===== src/rtl/mem_arb_ctrl_if.sv =====
// Requester, status and memory-pin bundle for mem_arb_ctrl.
// master: requesters plus the memory's read-data return; slave: the controller.
interface mem_arb_ctrl_if #(
  parameter int unsigned NREQ   = 2,
  parameter int unsigned ADDR_W = 12,
  parameter int unsigned DATA_W = 8
);
  logic [NREQ-1:0]        req;
  logic [NREQ-1:0]        we;
  logic [NREQ*ADDR_W-1:0] addr;
  logic [NREQ*DATA_W-1:0] wdata;
  logic                   clr;
  logic [NREQ-1:0]        gnt;
  logic [NREQ-1:0]        rvalid;
  logic [DATA_W-1:0]      rdata;
  logic                   clr_done;
  logic                   busy;
  logic                   mem_cen;
  logic                   mem_rd;
  logic                   mem_wr;
  logic                   mem_rst;
  logic [ADDR_W-1:0]      mem_add;
  logic [DATA_W-1:0]      mem_din;
  logic [DATA_W-1:0]      mem_dout;

  modport master (
    output req, we, addr, wdata, clr, mem_dout,
    input  gnt, rvalid, rdata, clr_done, busy,
    input  mem_cen, mem_rd, mem_wr, mem_rst, mem_add, mem_din
  );

  modport slave (
    input  req, we, addr, wdata, clr, mem_dout,
    output gnt, rvalid, rdata, clr_done, busy,
    output mem_cen, mem_rd, mem_wr, mem_rst, mem_add, mem_din
  );
endinterface


===== src/rtl/mem_arb_ctrl.sv =====
// Round-robin arbiter and sequencer sharing one memory between NREQ requesters.
// One operation in flight at a time; every output is a flop fed from the next state.
module mem_arb_ctrl #(
  parameter int unsigned NREQ   = 2,
  parameter int unsigned ADDR_W = 12,
  parameter int unsigned DATA_W = 8,
  parameter int unsigned RD_LAT = 2
) (
  input logic           clk,
  input logic           rst,
  mem_arb_ctrl_if.slave bus
);
  localparam int unsigned IdxW = (NREQ > 1) ? $clog2(NREQ) : 1;
  localparam int unsigned CntW = 3;

  typedef enum logic [1:0] {StIdle, StClear, StIssue, StWait} state_e;

  state_e            state_q, state_d;
  logic [IdxW-1:0]   last_q, last_d, idx_q, idx_d, win, cand;
  logic              win_valid;
  logic              we_q, we_d;
  logic [ADDR_W-1:0] addr_q, addr_d;
  logic [DATA_W-1:0] wdata_q, wdata_d;
  logic [CntW-1:0]   cnt_q, cnt_d;

  logic [NREQ-1:0]   gnt_q, gnt_d, rvalid_q, rvalid_d;
  logic [DATA_W-1:0] rdata_q, rdata_d, mem_din_q, mem_din_d;
  logic [ADDR_W-1:0] mem_add_q, mem_add_d;
  logic              clr_done_q, clr_done_d, busy_q, busy_d;
  logic              mem_cen_q, mem_cen_d, mem_rd_q, mem_rd_d;
  logic              mem_wr_q, mem_wr_d, mem_rst_q, mem_rst_d;

  // Round-robin pick: first requester with req set, scanning from last+1.
  always_comb begin
    win       = last_q;
    win_valid = 1'b0;
    cand      = '0;
    for (int unsigned k = 1; k <= NREQ; k++) begin
      cand = IdxW'((32'(last_q) + k) % NREQ);
      if (!win_valid && bus.req[cand]) begin
        win       = cand;
        win_valid = 1'b1;
      end
    end
  end

  // Next state, latched request fields, and registered outputs derived from the next state.
  always_comb begin
    state_d    = state_q;
    last_d     = last_q;
    idx_d      = idx_q;
    we_d       = we_q;
    addr_d     = addr_q;
    wdata_d    = wdata_q;
    cnt_d      = cnt_q;
    rdata_d    = rdata_q;
    rvalid_d   = '0;
    gnt_d      = '0;
    clr_done_d = 1'b0;
    mem_cen_d  = 1'b1;
    mem_rd_d   = 1'b0;
    mem_wr_d   = 1'b0;
    mem_rst_d  = 1'b0;
    mem_add_d  = '0;
    mem_din_d  = '0;

    unique case (state_q)
      StIdle: begin
        if (bus.clr) begin
          state_d = StClear;
        end else if (win_valid) begin
          state_d = StIssue;
          last_d  = win;
          idx_d   = win;
          we_d    = bus.we[win];
          addr_d  = bus.addr[win*ADDR_W +: ADDR_W];
          wdata_d = bus.wdata[win*DATA_W +: DATA_W];
        end
      end
      StClear: state_d = StIdle;
      StIssue: begin
        if (we_q) begin
          state_d = StIdle;
        end else begin
          state_d = StWait;
          cnt_d   = CntW'(RD_LAT);
        end
      end
      StWait: begin
        cnt_d = cnt_q - CntW'(1);
        // Last wait cycle: mem_dout is valid now, so capture it and flag rvalid next cycle.
        if (cnt_q == CntW'(1)) begin
          state_d         = StIdle;
          rdata_d         = bus.mem_dout;
          rvalid_d[idx_q] = 1'b1;
        end
      end
    endcase

    unique case (state_d)
      StClear: begin
        mem_rst_d  = 1'b1;
        clr_done_d = 1'b1;
      end
      StIssue: begin
        gnt_d[idx_d] = 1'b1;
        mem_cen_d    = 1'b0;
        mem_add_d    = addr_d;
        mem_din_d    = wdata_d;
        mem_wr_d     = we_d;
        mem_rd_d     = !we_d;
      end
      StWait: begin
        mem_cen_d = 1'b0;
        mem_add_d = addr_d;
      end
      default: ;
    endcase

    busy_d = (state_d != StIdle);
  end

  // State, latched request and output registers; synchronous reset drops any read in flight.
  always_ff @(posedge clk) begin
    if (rst) begin
      state_q    <= StIdle;
      last_q     <= IdxW'(NREQ - 1);
      idx_q      <= '0;
      we_q       <= 1'b0;
      addr_q     <= '0;
      wdata_q    <= '0;
      cnt_q      <= '0;
      gnt_q      <= '0;
      rvalid_q   <= '0;
      rdata_q    <= '0;
      clr_done_q <= 1'b0;
      busy_q     <= 1'b0;
      mem_cen_q  <= 1'b1;
      mem_rd_q   <= 1'b0;
      mem_wr_q   <= 1'b0;
      mem_rst_q  <= 1'b0;
      mem_add_q  <= '0;
      mem_din_q  <= '0;
    end else begin
      state_q    <= state_d;
      last_q     <= last_d;
      idx_q      <= idx_d;
      we_q       <= we_d;
      addr_q     <= addr_d;
      wdata_q    <= wdata_d;
      cnt_q      <= cnt_d;
      gnt_q      <= gnt_d;
      rvalid_q   <= rvalid_d;
      rdata_q    <= rdata_d;
      clr_done_q <= clr_done_d;
      busy_q     <= busy_d;
      mem_cen_q  <= mem_cen_d;
      mem_rd_q   <= mem_rd_d;
      mem_wr_q   <= mem_wr_d;
      mem_rst_q  <= mem_rst_d;
      mem_add_q  <= mem_add_d;
      mem_din_q  <= mem_din_d;
    end
  end

  assign bus.gnt      = gnt_q;
  assign bus.rvalid   = rvalid_q;
  assign bus.rdata    = rdata_q;
  assign bus.clr_done = clr_done_q;
  assign bus.busy     = busy_q;
  assign bus.mem_cen  = mem_cen_q;
  assign bus.mem_rd   = mem_rd_q;
  assign bus.mem_wr   = mem_wr_q;
  assign bus.mem_rst  = mem_rst_q;
  assign bus.mem_add  = mem_add_q;
  assign bus.mem_din  = mem_din_q;
endmodule


===== src/flat_wrapper.sv =====
// flat-port wrapper written by rule: the top's interface ports become plain ports
module mem_arb_ctrl_flat 
#(
  parameter int unsigned NREQ   = 2,
  parameter int unsigned ADDR_W = 12,
  parameter int unsigned DATA_W = 8,
  parameter int unsigned RD_LAT = 2
)
  (clk, rst, bus_req, bus_we, bus_addr, bus_wdata, bus_clr, bus_mem_dout, bus_gnt, bus_rvalid, bus_rdata, bus_clr_done, bus_busy, bus_mem_cen, bus_mem_rd, bus_mem_wr, bus_mem_rst, bus_mem_add, bus_mem_din);
  mem_arb_ctrl_if #(.NREQ(NREQ), .ADDR_W(ADDR_W), .DATA_W(DATA_W)) bus_i ();
  input logic clk;
  input logic rst;
  input wire logic [$bits(bus_i.req)-1:0] bus_req;
  input wire logic [$bits(bus_i.we)-1:0] bus_we;
  input wire logic [$bits(bus_i.addr)-1:0] bus_addr;
  input wire logic [$bits(bus_i.wdata)-1:0] bus_wdata;
  input wire logic [$bits(bus_i.clr)-1:0] bus_clr;
  input wire logic [$bits(bus_i.mem_dout)-1:0] bus_mem_dout;
  output wire logic [$bits(bus_i.gnt)-1:0] bus_gnt;
  output wire logic [$bits(bus_i.rvalid)-1:0] bus_rvalid;
  output wire logic [$bits(bus_i.rdata)-1:0] bus_rdata;
  output wire logic [$bits(bus_i.clr_done)-1:0] bus_clr_done;
  output wire logic [$bits(bus_i.busy)-1:0] bus_busy;
  output wire logic [$bits(bus_i.mem_cen)-1:0] bus_mem_cen;
  output wire logic [$bits(bus_i.mem_rd)-1:0] bus_mem_rd;
  output wire logic [$bits(bus_i.mem_wr)-1:0] bus_mem_wr;
  output wire logic [$bits(bus_i.mem_rst)-1:0] bus_mem_rst;
  output wire logic [$bits(bus_i.mem_add)-1:0] bus_mem_add;
  output wire logic [$bits(bus_i.mem_din)-1:0] bus_mem_din;
  assign bus_i.req = bus_req;
  assign bus_i.we = bus_we;
  assign bus_i.addr = bus_addr;
  assign bus_i.wdata = bus_wdata;
  assign bus_i.clr = bus_clr;
  assign bus_i.mem_dout = bus_mem_dout;
  assign bus_gnt = bus_i.gnt;
  assign bus_rvalid = bus_i.rvalid;
  assign bus_rdata = bus_i.rdata;
  assign bus_clr_done = bus_i.clr_done;
  assign bus_busy = bus_i.busy;
  assign bus_mem_cen = bus_i.mem_cen;
  assign bus_mem_rd = bus_i.mem_rd;
  assign bus_mem_wr = bus_i.mem_wr;
  assign bus_mem_rst = bus_i.mem_rst;
  assign bus_mem_add = bus_i.mem_add;
  assign bus_mem_din = bus_i.mem_din;
  mem_arb_ctrl #(.NREQ(NREQ), .ADDR_W(ADDR_W), .DATA_W(DATA_W), .RD_LAT(RD_LAT)) u_core (.clk(clk), .rst(rst), .bus(bus_i));
endmodule

===== config.mk =====
export PLATFORM = sky130hd
export DESIGN_NAME = mem_arb_ctrl_flat
export DESIGN_NICKNAME = d
export VERILOG_FILES = /design/src/rtl/mem_arb_ctrl_if.sv /design/src/rtl/mem_arb_ctrl.sv /design/src/flat_wrapper.sv
export SDC_FILE = /design/constraint.sdc
export NUM_CORES = 1
export LEC_CHECK = 0
export ABC_AREA = 1
export CAP_MARGIN = 15
export CORE_MARGIN = 4
export CORE_UTILIZATION = 47
export DETAILED_ROUTE_END_ITERATION = 12
export MAX_ROUTING_LAYER = met4
export PLACE_DENSITY = 0.84
export SKIP_LAST_GASP = 1
export SLEW_MARGIN = 15
export SYNTH_ARGS = -nofsm -noshare
export SYNTH_HDL_FRONTEND = slang
export SYNTH_SLANG_ARGS = --single-unit

===== constraint.sdc =====
create_clock -name clk -period 2.38 [get_ports clk]
set_clock_uncertainty 0.05 [all_clocks]
set_input_delay 0.476 -clock clk [delete_from_list [all_inputs] [get_ports clk]]
set_output_delay 0.476 -clock clk [all_outputs]
set_load 0.005 [all_outputs]

# Word level (Yosys, flattened, before mapping)
# Index checks and enable logic that the tools add are counted.
[totals] inputBits=55 regBits=65 output_inout_bits=38
[op_classes] n_shift=2 reduce_logical=15 bitwise_logic=5 muxes=35 mul=1 add_sub_neg=3 order_cmp=7 n_eq_ne=8
[ops] operator="12-bit two-way mux" count=3
[ops] operator="8-bit two-way mux" count=3
[ops] operator="24-bit by 6-bit variable part select with 12-bit output" count=1
[ops] operator="1-bit two-way mux" count=20
[ops] operator="16-bit by 5-bit variable part select with 8-bit output" count=1
[ops] operator="1-bit by 2-bit < comparator with 1-bit output (second input constant)" count=5
[ops] operator="2-bit == test (second input constant)" count=4
[ops] operator="2-bit two-way mux" count=4
[ops] operator="2-bit case mux with 4 select lines" count=1
[ops] operator="3-bit case mux with 2 select lines" count=1
[ops] operator="2-bit OR reduction" count=3
[ops] operator="1-bit NOT" count=5
[ops] operator="2-bit by 1-bit == test with 1-bit output (second input constant)" count=2
[ops] operator="2-bit AND reduction" count=2
[ops] operator="2-bit nonzero test" count=2
[ops] operator="3-bit by 1-bit == test with 1-bit output (second input constant)" count=1
[ops] operator="1-bit logical AND" count=3
[ops] operator="1-bit by 2-bit multiplier with 3-bit output (second input constant)" count=1
[ops] operator="3-bit two-way mux" count=1
[ops] operator="3-bit AND reduction" count=1
[ops] operator="3-bit OR reduction" count=1
[ops] operator="3-bit by 1-bit subtractor with 3-bit output (second input constant)" count=1
[ops] operator="1-bit adder (second input constant)" count=2
[ops] operator="1-bit demux with 1-bit select" count=2
[ops] operator="other kinds (4)" count=6

# Depth between registers and ports, before layout
# Gate-level depths: netlist (run 1).
[depth] word_depth=14 mapped_depth=10

# Worst setup path before layout (run 1)
# Ideal clock, no wire load.
[synth_timing] path_kind="input -> register" from="input port bus_req[1]" to="register u_core.addr_q[0]" setup_time_ns=0.128 arrival_ns=1.126 n_path_buf=1 path_stages=7 setup_slack_ns=1.076 path_cell_list="nor2_2 nor2_2 nand2_2 buf_2 nand2_1 nand2_1 nor2_1"
[synth_via] elab_chain_len=11 elab_cells_between_ends=15 cone_classes="mul: 1; shift: 1; mux: 11; reduce/logical: 2"
[synth_lines] item="start, declared" line="flat_wrapper.sv:13" rtl="input wire logic [$bits(bus_i.req)-1:0] bus_req;"
[synth_lines] item="1-bit two-way mux (implied by the code) (2 in series)" line="mem_arb_ctrl.sv:40" rtl="if (!win_valid && bus.req[cand]) begin"
[synth_lines] item="1-bit two-way mux" line="mem_arb_ctrl.sv:40"
[synth_lines] item="1-bit logical NOT" line="mem_arb_ctrl.sv:40"
[synth_lines] item="1-bit logical AND" line="mem_arb_ctrl.sv:40"
[synth_lines] item="1-bit two-way mux" line="mem_arb_ctrl.sv:40"
[synth_lines] item="1-bit by 2-bit multiplier with 3-bit output" line="mem_arb_ctrl.sv:76" rtl="addr_d = bus.addr[win*ADDR_W +: ADDR_W];"
[synth_lines] item="24-bit by 6-bit variable part select with 12-bit output" line="mem_arb_ctrl.sv:76"
[synth_lines] item="12-bit two-way mux *" line="mem_arb_ctrl.sv:71" rtl="end else if (win_valid) begin"
[synth_lines] item="12-bit two-way mux *" line="mem_arb_ctrl.sv:69" rtl="if (bus.clr) begin"
[synth_lines] item="12-bit two-way mux *" line="mem_arb_ctrl.sv:67" rtl="unique case (state_q)"
[synth_lines] item="end signal, assigned" line="mem_arb_ctrl.sv:149" rtl="addr_q <= addr_d;"
[synth_lines] item="end, declared" line="mem_arb_ctrl.sv:22" rtl="logic [ADDR_W-1:0] addr_q, addr_d;"
# Every way passes the cells marked *; elsewhere a longest branch is shown, timed or not. The select of a mux whose other input is x is not followed.
# A chain may end at the register's enable or synchronous reset.

# Worst setup path after layout (run 1)
[layout_timing] from="register u_core.rdata_q[5] (netlist: u_core.bus.rdata[5])" to="output port bus_rdata[5]"
[layout_lines] item="start, declared" line="mem_arb_ctrl.sv:27" rtl="logic [DATA_W-1:0] rdata_q, rdata_d, mem_din_q, mem_din_d;"
[layout_lines] item="start signal, assigned" line="mem_arb_ctrl.sv:154" rtl="rdata_q <= rdata_d;"
[layout_lines] item="end, declared" line="flat_wrapper.sv:21" rtl="output wire logic [$bits(bus_i.rdata)-1:0] bus_rdata;"
# No word-level cell between the ends.

==> summary.txt, run 1 <==
Logic synthesis
  – Xor/xnor share of the synthesized area: 0.00343
  – Prevailing post-synth register cell: dfxtp_1
  – Leading post-synthesis cells by cell area: dfxtp_1 (51%), nand3_1 (13%), nor2_1 (9.3%), nand2_1 (8.4%), inv_1 (5.0%)
  – Dominant cell type by area after synthesis: dfxtp_1
  – Count leader, synth: nand3_1
  – Syn Nets: 396
  – Synth Area in Adders: 0.00979
  – Synth Instances: 339
  – Post-synth EDFFs: 0
  – Post-synth cell types: 21
  – Synth Area in Simple Gates: 0.343
  – Post-Syn Area: about 2600 um2
  – Top cell type's share of synthesized area: 0.509
  – Synth Area in Compound Gates: 0.0353
  – Post-synthesis sequential area ratio: 0.509
  – Async SR Flop Fraction: 0
  – Synthesized flop and latch total: 65
  – Synth cell count leaders: nand3_1 (67), dfxtp_1 (65), nor2_1 (63)
  – Syn_area_per_cell: 7.54 um2
  – Syn. warnings: 0
  – Mux cell area share after synthesis: 0
  – Largest family of logic cells by synthesized area: simple AND/OR/NAND/NOR gates

Route
  – Met2 routed WL: 3240 um
  – Vias: 2,401
  – Iter 0 DRT Violations: 142
  – WL final: 6590 um
  – DR WL/cell: 13.1 um
  – Final ANT Viol Nets: 0
  – DRC Markers: 0
  – Drt pass-1 iters: 4
  – WL met1: 2810 um
  – Top routing layer in use: met4
  – Via density: approximately 4.8
  – WL met3: 419 um

Pwr
  – Power Density: approximately 750 nW/um2
  – Switching Share: 0.255
  – Total Power: 2.78 mW
  – Sequential power share: 0.437
  – LEAKAGE: 1.62 nW
  – NetSw: 709 uW
  – Maximum vdd drop: around 0.00037 V
  – Logic gate share of total power: 0.196
  – Internal power: 2.07 mW
  – Clock share of power: 0.367

GRT
  – Global Route Usage Sum: 0.212
  – First-pass GRT wire length: 10,400 um
  – Largest net degree at the start of global routing: 30
  – Initial antenna violation count: 0
  – Vias in the first global route: between 2,000 and 2,500
  – Grt total ovfl: 0

STA
  – Fin crit period: 1710 ps
  – PnR worst setup slack: between 600 and 700 ps
  – Relative slew slack: 0.752
  – Fmax: 585 MHz
  – Tcrit/Tclk final: 0.718
  – Slew @ Worst Pin: 372 ps
  – Hold violation total from the final report: 0
  – Setup TNS Final: 0 ps
  – RSZ-0062 raised after global routing: no
  – Final setup vio count: 0
  – Worst Hold Slack: 402 ps
  – Slew Limit Fails: 0

CTS
  – CTS max path bufs: 2
  – Post-CTS Resized: 0
  – Clock sinks: 65
  – Clock root cell: clkbuf_8
  – CTS tree: done
  – Worst-path clk slew: approximately 70 ps
  – Worst skew pair latency: 330 ps
  – Hold buffer count at cts: 0
  – Htree depth: 3
  – CTS buffer count: 9
  – Setup Buffers After CTS: 0

Placed design
  – I/O Buffers: 92
  – Cell count after placement: 488
  – Dpl ws: 405 ps
  – Placed Area: 3490 um2
  – Half-perimeter wire length after placement: ~4500 um
  – GPL Wtd Cong: 0.773

Finish
  – Final Non-Filler Cells: between 500 and 600
  – Layout Utilization: 0.719
  – Final instance area: 3720 um2
  – # nets final: 486
  – Layout cells sized above 1: 0.0737
  – Area growth syn-to-layout: 45.5%
  – Antenna diodes: 0
  – Fillers: 414

Setup path
  – Slowest cell on crit path: clkdlybuf4s50_1
  – Worst Path Required: 1850 ps
  – Setup crit end kind: primary output
  – CP cell instances: clkdlybuf4s50_1
  – Crit Path Max Fanout: 2
  – Critical Path Start: u_core.bus.rdata[5]$_SDFFE_PP0P_
  – WP buf/inv: 1
  – CP arrival: approximately 1200 ps
  – Critical path's largest stage delay: 520 ps
  – Worst setup path class: flip-flop to primary output
  – FF-to-FF Start: u_core.cnt_q[1]$_SDFFE_PP0P_
  – Delay-heaviest family, CP: buffers and inverters
  – Critical Path Source Type: flip-flop

Floorplan
  – Die height: 81.7 um
  – Starting Density: 0.494
  – IO Pins: 93
  – Rows: 26
  – Die area: 6680 um2
  – Core area: roughly 5200 um2
  – Die width: 81.7 um

Min path
  – Beginning of the worst hold path: u_core.idx_q$_SDFF_PP0_
  – Worst Hold Class: flip-flop to flip-flop

Run status
  – Run status: finished, final reports clean

Job
  – MaxCap Viol Count: 0
[power by group through the flow]
stage                     registers (mW)  clock network [mW]  logic, mW
after floorplan                     1.24                   0      0.316
after global placement              1.24                   0      0.525
after detailed placement            1.24                   0      0.541
after CTS                           1.22                1.03      0.547
after global routing                1.22                1.09      0.614
final                               1.21                1.02      0.543
[cell families after synthesis]
logic type | after synthesis
AND/OR/NAND/NOR | 200
buffers and inverters | 54
adder cells (fa/ha/maj) | 2
AO/OA/AOI/OAI | 17
XOR/XNOR | 1
flip-flops | 65
[layout by cell type (no fill, tap or decap)]
cell type         n
clkdlybuf4s50_1  92
nand3_1          67
dfxtp_1          65
nor2_1           63
nand2_1          57
inv_1            34
clkbuf_8         14
o21ai_0          10
buf_4             7
nand2_2           6
a21oi_1           5
nor2_2            2
nor2_4            2
ha_1              2
nand4_1           1
o211ai_1          1
nor3_1            1
a211oi_1          1
nor3b_1           1
xor2_1            1
bufinv_16         1
clkbuf_1          1
[sequential cells by signal, summed over array words and instances, names as in the netlist, 3 cells and up]
register,cells
u_core.cnt_q,3
u_core.wdata_q,8
u_core.bus.mem_din,8
u_core.bus.rdata,8
u_core.addr_q,12
u_core.bus.mem_add,12
[routing by layer]
| metal | track usage | vias to the layer above |
|---|---|---|
| met4 | 0.0997 | 0 |
| met2 | 0.363 | 74 |
| met1 | 0.239 | 1071 |
| li1 | - | 1246 |
| met3 | 0.0373 | 10 |
| met5 | - | - |
[worst paths after layout]
kind | endpoint | slack, ps | cells after the start
worst max-delay path | bus_rdata[5] | 670 | 1
worst min-delay path | u_core.bus.rvalid[0]$_SDFF_PP0_ | 400 | 1
worst max register to register | u_core.bus.rdata[5]$_SDFFE_PP0P_ | 820 | 8
worst min register to register | u_core.bus.rvalid[0]$_SDFF_PP0_ | 400 | 1
[area by class of cell]
| type | count | area [um2] | share of cell area |
|---|---|---|---|
| repair buffers | 99 | 973 | 0.262 |
| clock buffers | 15 | 196 | 0.0528 |
| inverters | 34 | 128 | 0.0343 |
| well taps | 70 | 87.6 | 0.0236 |
| multi-input cells | 220 | 1000 | 0.269 |
| clock inverters | 1 | 30.0 | 0.00808 |
| flip-flops and latches | 65 | 1300 | 0.350 |
No activity file was read; power rests on OpenSTA's default activity.
==> run 2, diff against run 1 <==
CORE_UTILIZATION = 40   (was 47)
PLACE_DENSITY = 0.76   (was 0.84)
clock period = 1.5 ns   (was 2.38 ns; I/O delays follow)
==> run 2 against run 1 <==
Clock power rose by 67%. Sequential power rose by 60%. First-iteration DRC count fell by 12%. Highest routed layer unchanged. Worst setup slack got worse by 550 ps. Sequential cell count did not move. Via count rose by 3.2%. Clock-buffer cell count fell by 2. Final area rose by 2.5%. Largest cell class unchanged.
==> summary.txt, run 2 (synthesis gave the netlist of run 1 again) <==
Floorplan
  – Die width: 87.9 um (was 81.7 um)
  – Die area: 7730 um2 (was 6680 um2)
  – Die height: 87.9 um (was 81.7 um)
  – Rows: 28 (was 26)
  – Starting Density: 0.422 (was 0.494)
  – IO Pins: 93 (unchanged)
  – Core area: 6060 um2 (was 5170 um2)

Placed design
  – Placed Area: 3610 um2 (was 3490 um2)
  – I/O Buffers: 92 (unchanged)
  – Dpl ws: -165 ps (was 405 ps)
  – Half-perimeter wire length after placement: 4880 um (was 4500 um)
  – Cell count after placement: 500 (was 488)
  – GPL Wtd Cong: 0.774 (was 0.773)

GRT
  – Initial antenna violation count: 0 (unchanged)
  – Grt total ovfl: 0 (unchanged)
  – First-pass GRT wire length: 11,200 um (was 10,400 um)
  – Vias in the first global route: 2,428 (was 2,296)
  – Global Route Usage Sum: 0.196 (was 0.212)
  – Largest net degree at the start of global routing: 23 (was 30)

STA
  – Worst Hold Slack: 400 ps (was 402 ps)
  – Hold violation total from the final report: 0 (unchanged)
  – Tcrit/Tclk final: 0.919
  – RSZ-0062 raised after global routing: yes (was no)
  – PnR worst setup slack: 122 ps (was 671 ps)
  – Slew @ Worst Pin: 269 ps (was 372 ps)
  – Relative slew slack: 0.820 (was 0.752)
  – Slew Limit Fails: 0 (unchanged)
  – Fin crit period: about 1400 ps
  – Fmax: 726 MHz
  – Setup TNS Final: 0 ps (unchanged)
  – Final setup vio count: 0 (unchanged)

Setup path
  – Setup crit end kind: flip-flop (was primary output)
  – Delay-heaviest family, CP: simple AND/OR/NAND/NOR gates (was buffers and inverters)
  – Critical Path Start: u_core.cnt_q[0]$_SDFFE_PP0P_ (was u_core.bus.rdata[5]$_SDFFE_PP0P_)
  – CP arrival: 1590 ps (was 1180 ps)
  – Critical Path Source Type: flip-flop (unchanged)
  – FF-to-FF Start: u_core.cnt_q[0]$_SDFFE_PP0P_ (was u_core.cnt_q[1]$_SDFFE_PP0P_)
  – Worst setup path class: flip-flop to flip-flop (was flip-flop to primary output)
  – Critical path's largest stage delay: 370 ps (was 520 ps)
  – CP cell instances: ha_1, inv_1, nor2_1, nand2_2, inv_2, nor2_1, nor2_1 (was clkdlybuf4s50_1)
  – Most frequent CP cell: nor2_1
  – Slowest cell on crit path: dfxtp_1 (was clkdlybuf4s50_1)
  – Worst Path Required: 1710 ps (was 1850 ps)
  – Crit Path Max Fanout: 11 (was 2)
  – WP buf/inv: 2 (was 1)

Pwr
  – Total Power: 4.52 mW (was 2.78 mW)
  – Maximum vdd drop: 0.000555 V (was 0.000371 V)
  – LEAKAGE: 1.88 nW (was 1.62 nW)
  – Power Density: 1190 nW/um2 (was 747 nW/um2)

CTS
  – Worst skew pair latency: 340 ps (was 330 ps)
  – Htree depth: 3 (unchanged)
  – CTS tree: done (unchanged)
  – Worst-path clk slew: 70 ps (about the same)
  – CTS max path bufs: 2 (unchanged)
  – CTS buffer count: 9 (unchanged)
  – Clock root cell: clkbuf_8 (unchanged)
  – Clock sinks: 65 (unchanged)

Finish
  – Most frequent cells in the layout: nand3_1 (67), dfxtp_1 (64), nor2_1 (63) (was clkdlybuf4s50_1 (92), nand3_1 (67), dfxtp_1 (65))
  – Layout Utilization: 0.628 (was 0.719)
  – Antenna diodes: 0 (unchanged)
  – Final instance area: 3810 um2 (was 3720 um2)
  – Final Non-Filler Cells: 515 (was 504)
  – Most common cell after layout, fill and taps aside: nand3_1 (was clkdlybuf4s50_1)
  – Area growth syn-to-layout: 49.1% (was 45.5%)
  – Layout cells sized above 1: 0.0932 (was 0.0737)
  – # nets final: 493 (was 486)

Route
  – Via density: 4.81 (was 4.76)
  – Iter 0 DRT Violations: 125 (was 142)
  – DR WL/cell: 13.4 um (was 13.1 um)
  – DRC Markers: 0 (unchanged)
  – WL final: 6920 um (was 6590 um)
  – Final ANT Viol Nets: 0 (unchanged)
  – Drt pass-1 iters: 4 (unchanged)
  – Vias: 2,479 (was 2,401)

Min path
  – Worst Hold Class: flip-flop to flip-flop (unchanged)
  – Beginning of the worst hold path: u_core.idx_q$_SDFF_PP0_ (unchanged)

Job
  – MaxCap Viol Count: 0 (unchanged)

Run status
  – Run status: finished, final reports clean (unchanged)
run 2: cell types whose count changed in the layout (fill, tap and decap cells not counted), sizes merged:
cell	delta
bufinv	+1
dlymetal6s2s	+3
buf	+7
clkdlybuf4s50	-38
dlygate4sd2	+35
clkbuf	-2
run 2: routing by layer:
layer,up-vias,global-route usage,routed length [um]
met4,0,0.0739,180
met3,21,0.0602,474
li1,1260,-,-
met5,-,-,0
met1,1111,0.226,2980
met2,87,0.321,3280
run 2: worst paths after layout:
kind | end | slack (ps) | cells after the start
worst max-delay path | u_core.bus.rdata[7]$_SDFFE_PP0P_ | 120 | 7
worst min-delay path | u_core.bus.rvalid[0]$_SDFF_PP0_ | 400 | 1
worst max register to register | u_core.bus.rdata[7]$_SDFFE_PP0P_ | 120 | 7
worst min register to register | u_core.bus.rvalid[0]$_SDFF_PP0_ | 400 | 1
run 2: what timing repair did:
action,CTS,global route
hold buffers,0,0
setup endpoints to repair,37,11
gates cloned,0,0
gates resized for setup,37,4
setup buffers,0,0
pin swaps,0,0
run 2: report_power, final:
group	internal (mW)	switching (mW)
clock network	1.06	0.633
logic	0.432	0.463
registers	1.87	0.0550
total	3.37	1.15
run 2: final cells by class:
cell class                      instances  area, um2
Clock inverter                          2       60.1
Clock buffer                           13        169
Fill cell                             545       2250
Sequential cell                        65       1300
Tap cell                               75       93.8
Multi-Input combinational cell        220       1000
Inverter                               34        128
Timing Repair Buffer                  106       1050
==> run 3, diff against run 2 <==
CORE_MARGIN = unset   (was 4)
clock period = 1.2 ns   (was 1.5 ns; I/O delays follow)
==> run 3 against run 2 <==
The run now ends with negative setup slack left. Sequential share of layout area down 2.8 points. Worst hold slack worse by 140 ps. Clock power hardly changed. Non-clock buffer count grew 18. Routed wire length up 5.4%. Critical endpoint is now u_core.bus.mem_add[10]$_SDFF_PP0_.
==> summary.txt, run 3 (synthesis gave the netlist of run 1 again) <==
CTS
  – Worst-path clk slew: 70 ps (about the same)
  – CTS tree: done (unchanged)
  – Hold buffer count at cts: 0 (unchanged)
  – CTS buffer count: 9 (unchanged)
  – Clock root cell: clkbuf_8 (unchanged)
  – Htree depth: 3 (unchanged)
  – Worst skew pair latency: 330 ps (was 340 ps)
  – Clock sinks: 65 (unchanged)
  – CTS max path bufs: 2 (unchanged)

Pwr
  – Sequential power share: 0.437 (was 0.427)
  – Total Power: 5.56 mW (was 4.52 mW)
  – Switching Share: 0.282 (was 0.255)
  – NetSw: 1.57 mW (was 1.15 mW)
  – Power Density: 1320 nW/um2 (was 1190 nW/um2)
  – Logic gate share of total power: 0.259 (was 0.198)
  – LEAKAGE: 1.90 nW (was 1.88 nW)
  – Maximum vdd drop: 0.000704 V (was 0.000555 V)
  – Internal power: 3.99 mW (was 3.37 mW)
  – Clock share of power: 0.304 (was 0.375)

Setup path
  – Crit Path Max Fanout: 6 (was 11)
  – Reg-to-reg critical path endpoint: u_core.bus.mem_add[10]$_SDFF_PP0_ (was u_core.bus.rdata[7]$_SDFFE_PP0P_)
  – Setup crit end kind: flip-flop (unchanged)
  – Worst r2r path cells: 10 (was 7)
  – Worst R2R Setup Slack: -140 ps (was 120 ps)
  – Critical Path Source Type: flip-flop (unchanged)
  – Worst Path Required: 1380 ps (was 1710 ps)
  – FF-to-FF Start: u_core.cnt_q[1]$_SDFFE_PP0P_ (was u_core.cnt_q[0]$_SDFFE_PP0P_)
  – CP arrival: 1510 ps (was 1590 ps)
  – Worst setup path class: flip-flop to flip-flop (unchanged)

STA
  – Hold violation total from the final report: 0 (unchanged)
  – Slew @ Worst Pin: 316 ps (was 269 ps)
  – Slew Limit Fails: 0 (unchanged)
  – Fmax: 748 MHz (was 726 MHz)
  – Relative slew slack: 0.789 (was 0.820)
  – RSZ-0062 raised after global routing: yes (unchanged)
  – Final setup vio count: 54 (was 0)
  – Fin crit period: 1340 ps (was 1380 ps)
  – PnR worst setup slack: -137 ps (was 122 ps)
  – Tcrit/Tclk final: 1.11 (was 0.919)
  – Worst Hold Slack: 263 ps (was 400 ps)

Floorplan
  – Core area: 6030 um2 (was 6060 um2)
  – IO Pins: 93 (unchanged)
  – Die area: 6710 um2 (was 7730 um2)
  – Starting Density: 0.424 (was 0.422)
  – Die width: 81.9 um (was 87.9 um)
  – Rows: 28 (unchanged)
  – Die height: 81.9 um (was 87.9 um)

GRT
  – Largest net degree at the start of global routing: 23 (unchanged)
  – Grt total ovfl: 0 (unchanged)
  – Global Route Usage Sum: 0.221 (was 0.196)
  – Initial antenna violation count: 0 (unchanged)
  – Vias in the first global route: 2,384 (was 2,428)
  – First-pass GRT wire length: 10,600 um (was 11,200 um)

Route
  – DR WL/cell: 13.7 um (was 13.4 um)
  – Via density: 4.80 (was 4.81)
  – WL final: 7290 um (was 6920 um)
  – Vias: 2,559 (was 2,479)
  – Final ANT Viol Nets: 0 (unchanged)
  – Iter 0 DRT Violations: 138 (was 125)
  – Drt pass-1 iters: 4 (unchanged)
  – DRC Markers: 0 (unchanged)

Finish
  – Most common cell after layout, fill and taps aside: nand3_1 (unchanged)
  – Layout Utilization: 0.698 (was 0.628)
  – Final instance area: 4210 um2 (was 3810 um2)
  – Antenna diodes: 0 (unchanged)
  – # nets final: 511 (was 493)
  – Most frequent cells in the layout: nand3_1 (62), nor2_1 (52), dfxtp_1 (52) (was nand3_1 (67), dfxtp_1 (64), nor2_1 (63))
  – Area growth syn-to-layout: 64.6% (was 49.1%)
  – Layout cells sized above 1: 0.242 (was 0.0932)

Min path
  – Endpoint, Worst Hold: u_core.bus.clr_done$_SDFF_PP0_ (was u_core.bus.rvalid[0]$_SDFF_PP0_)
  – Beginning of the worst hold path: bus_clr (was u_core.idx_q$_SDFF_PP0_)
  – Worst Hold Class: input port to flip-flop (was flip-flop to flip-flop)
  – Hold path depth: 3 (was 1)

Run status
  – Run status: finished, violations left (was finished, final reports clean)
  – Failing checks: negative setup slack

Placed design
  – Placed Area: 3740 um2 (was 3610 um2)
  – I/O Buffers: 92 (unchanged)
  – Half-perimeter wire length after placement: 4790 um (was 4880 um)
  – GPL Wtd Cong: 0.789 (was 0.774)

Job
  – MaxCap Viol Count: 0 (unchanged)
## run 3: routing by layer
layer  track usage  share of wire
met1         0.247           0.41
met2         0.381           0.51
met3        0.0356          0.058
met4         0.111          0.016
met5             -              0
## run 3: layout make-up
| class | instances | area [um2] |
|---|---|---|
| Timing Repair Buffer | 124 | 1280 |
| Clock inverter | 4 | 45.0 |
| Inverter | 34 | 128 |
| Tap cell | 75 | 93.8 |
| Clock buffer | 11 | 131 |
| Multi-Input combinational cell | 220 | 1200 |
| Sequential cell | 65 | 1320 |
| Fill cell | 471 | 1820 |
## run 3: how the worst max path moves through the flow
| stage | endpoint | startpoint | cells after the start | slack, ps |
|---|---|---|---|---|
| 4_1_cts | u_core.bus.mem_add[2]$_SDFF_PP0_ | u_core.cnt_q[1]$_SDFFE_PP0P_ | 10 | -90 |
| 6_report | u_core.bus.mem_add[10]$_SDFF_PP0_ | u_core.cnt_q[1]$_SDFFE_PP0P_ | 10 | -140 |
| 3_5_place_dp | u_core.bus.mem_add[7]$_SDFF_PP0_ | bus_req[0] | 8 | -420 |
| 2_1_floorplan | u_core.bus.mem_add[10]$_SDFF_PP0_ | u_core.cnt_q[1]$_SDFFE_PP0P_ | 10 | 3 |
| 3_3_place_gp | u_core.bus.mem_add[0]$_SDFF_PP0_ | bus_req[0] | 8 | -380 |
| 5_1_grt | u_core.bus.mem_add[10]$_SDFF_PP0_ | u_core.cnt_q[1]$_SDFFE_PP0P_ | 10 | -170 |
## run 3: per-stage QoR
stage	setup slack, ps	setup TNS, ps	cells
finish	-137	-3730	533
global route	-169	-6400	533
CTS	-88.7	-2560	529
detailed placement	-418	-20820	514
global placement	-378	-19170	514
floorplan	3.18	0	339
## run 3: repair_timing
action,in CTS,in global routing
pin swaps,4,14
setup endpoints to repair,96,84
resized for setup,64,83
cloned,0,3
buffers inserted,0,1
## run 3: power groups by stage
stage / clock, mW / combinational (mW) / sequential, mW
detailed placement: 0 / 1.24 / 2.46
global route: 1.83 / 1.57 / 2.44
finish: 1.69 / 1.44 / 2.43
CTS: 1.72 / 1.21 / 2.42
global placement: 0 / 1.22 / 2.46
floorplan: 0 / 0.630 / 2.46
## run 3: critical path, stage by stage (launching register included)
cell       delay [ps]
dfxtp_2           330
inv_2              70
ha_4              120
inv_2              40
nor2_4            120
nand2_2            60
nand2_2            70
nand2_2            60
nand2_4           100
clkbuf_16         160
nor2_1             40
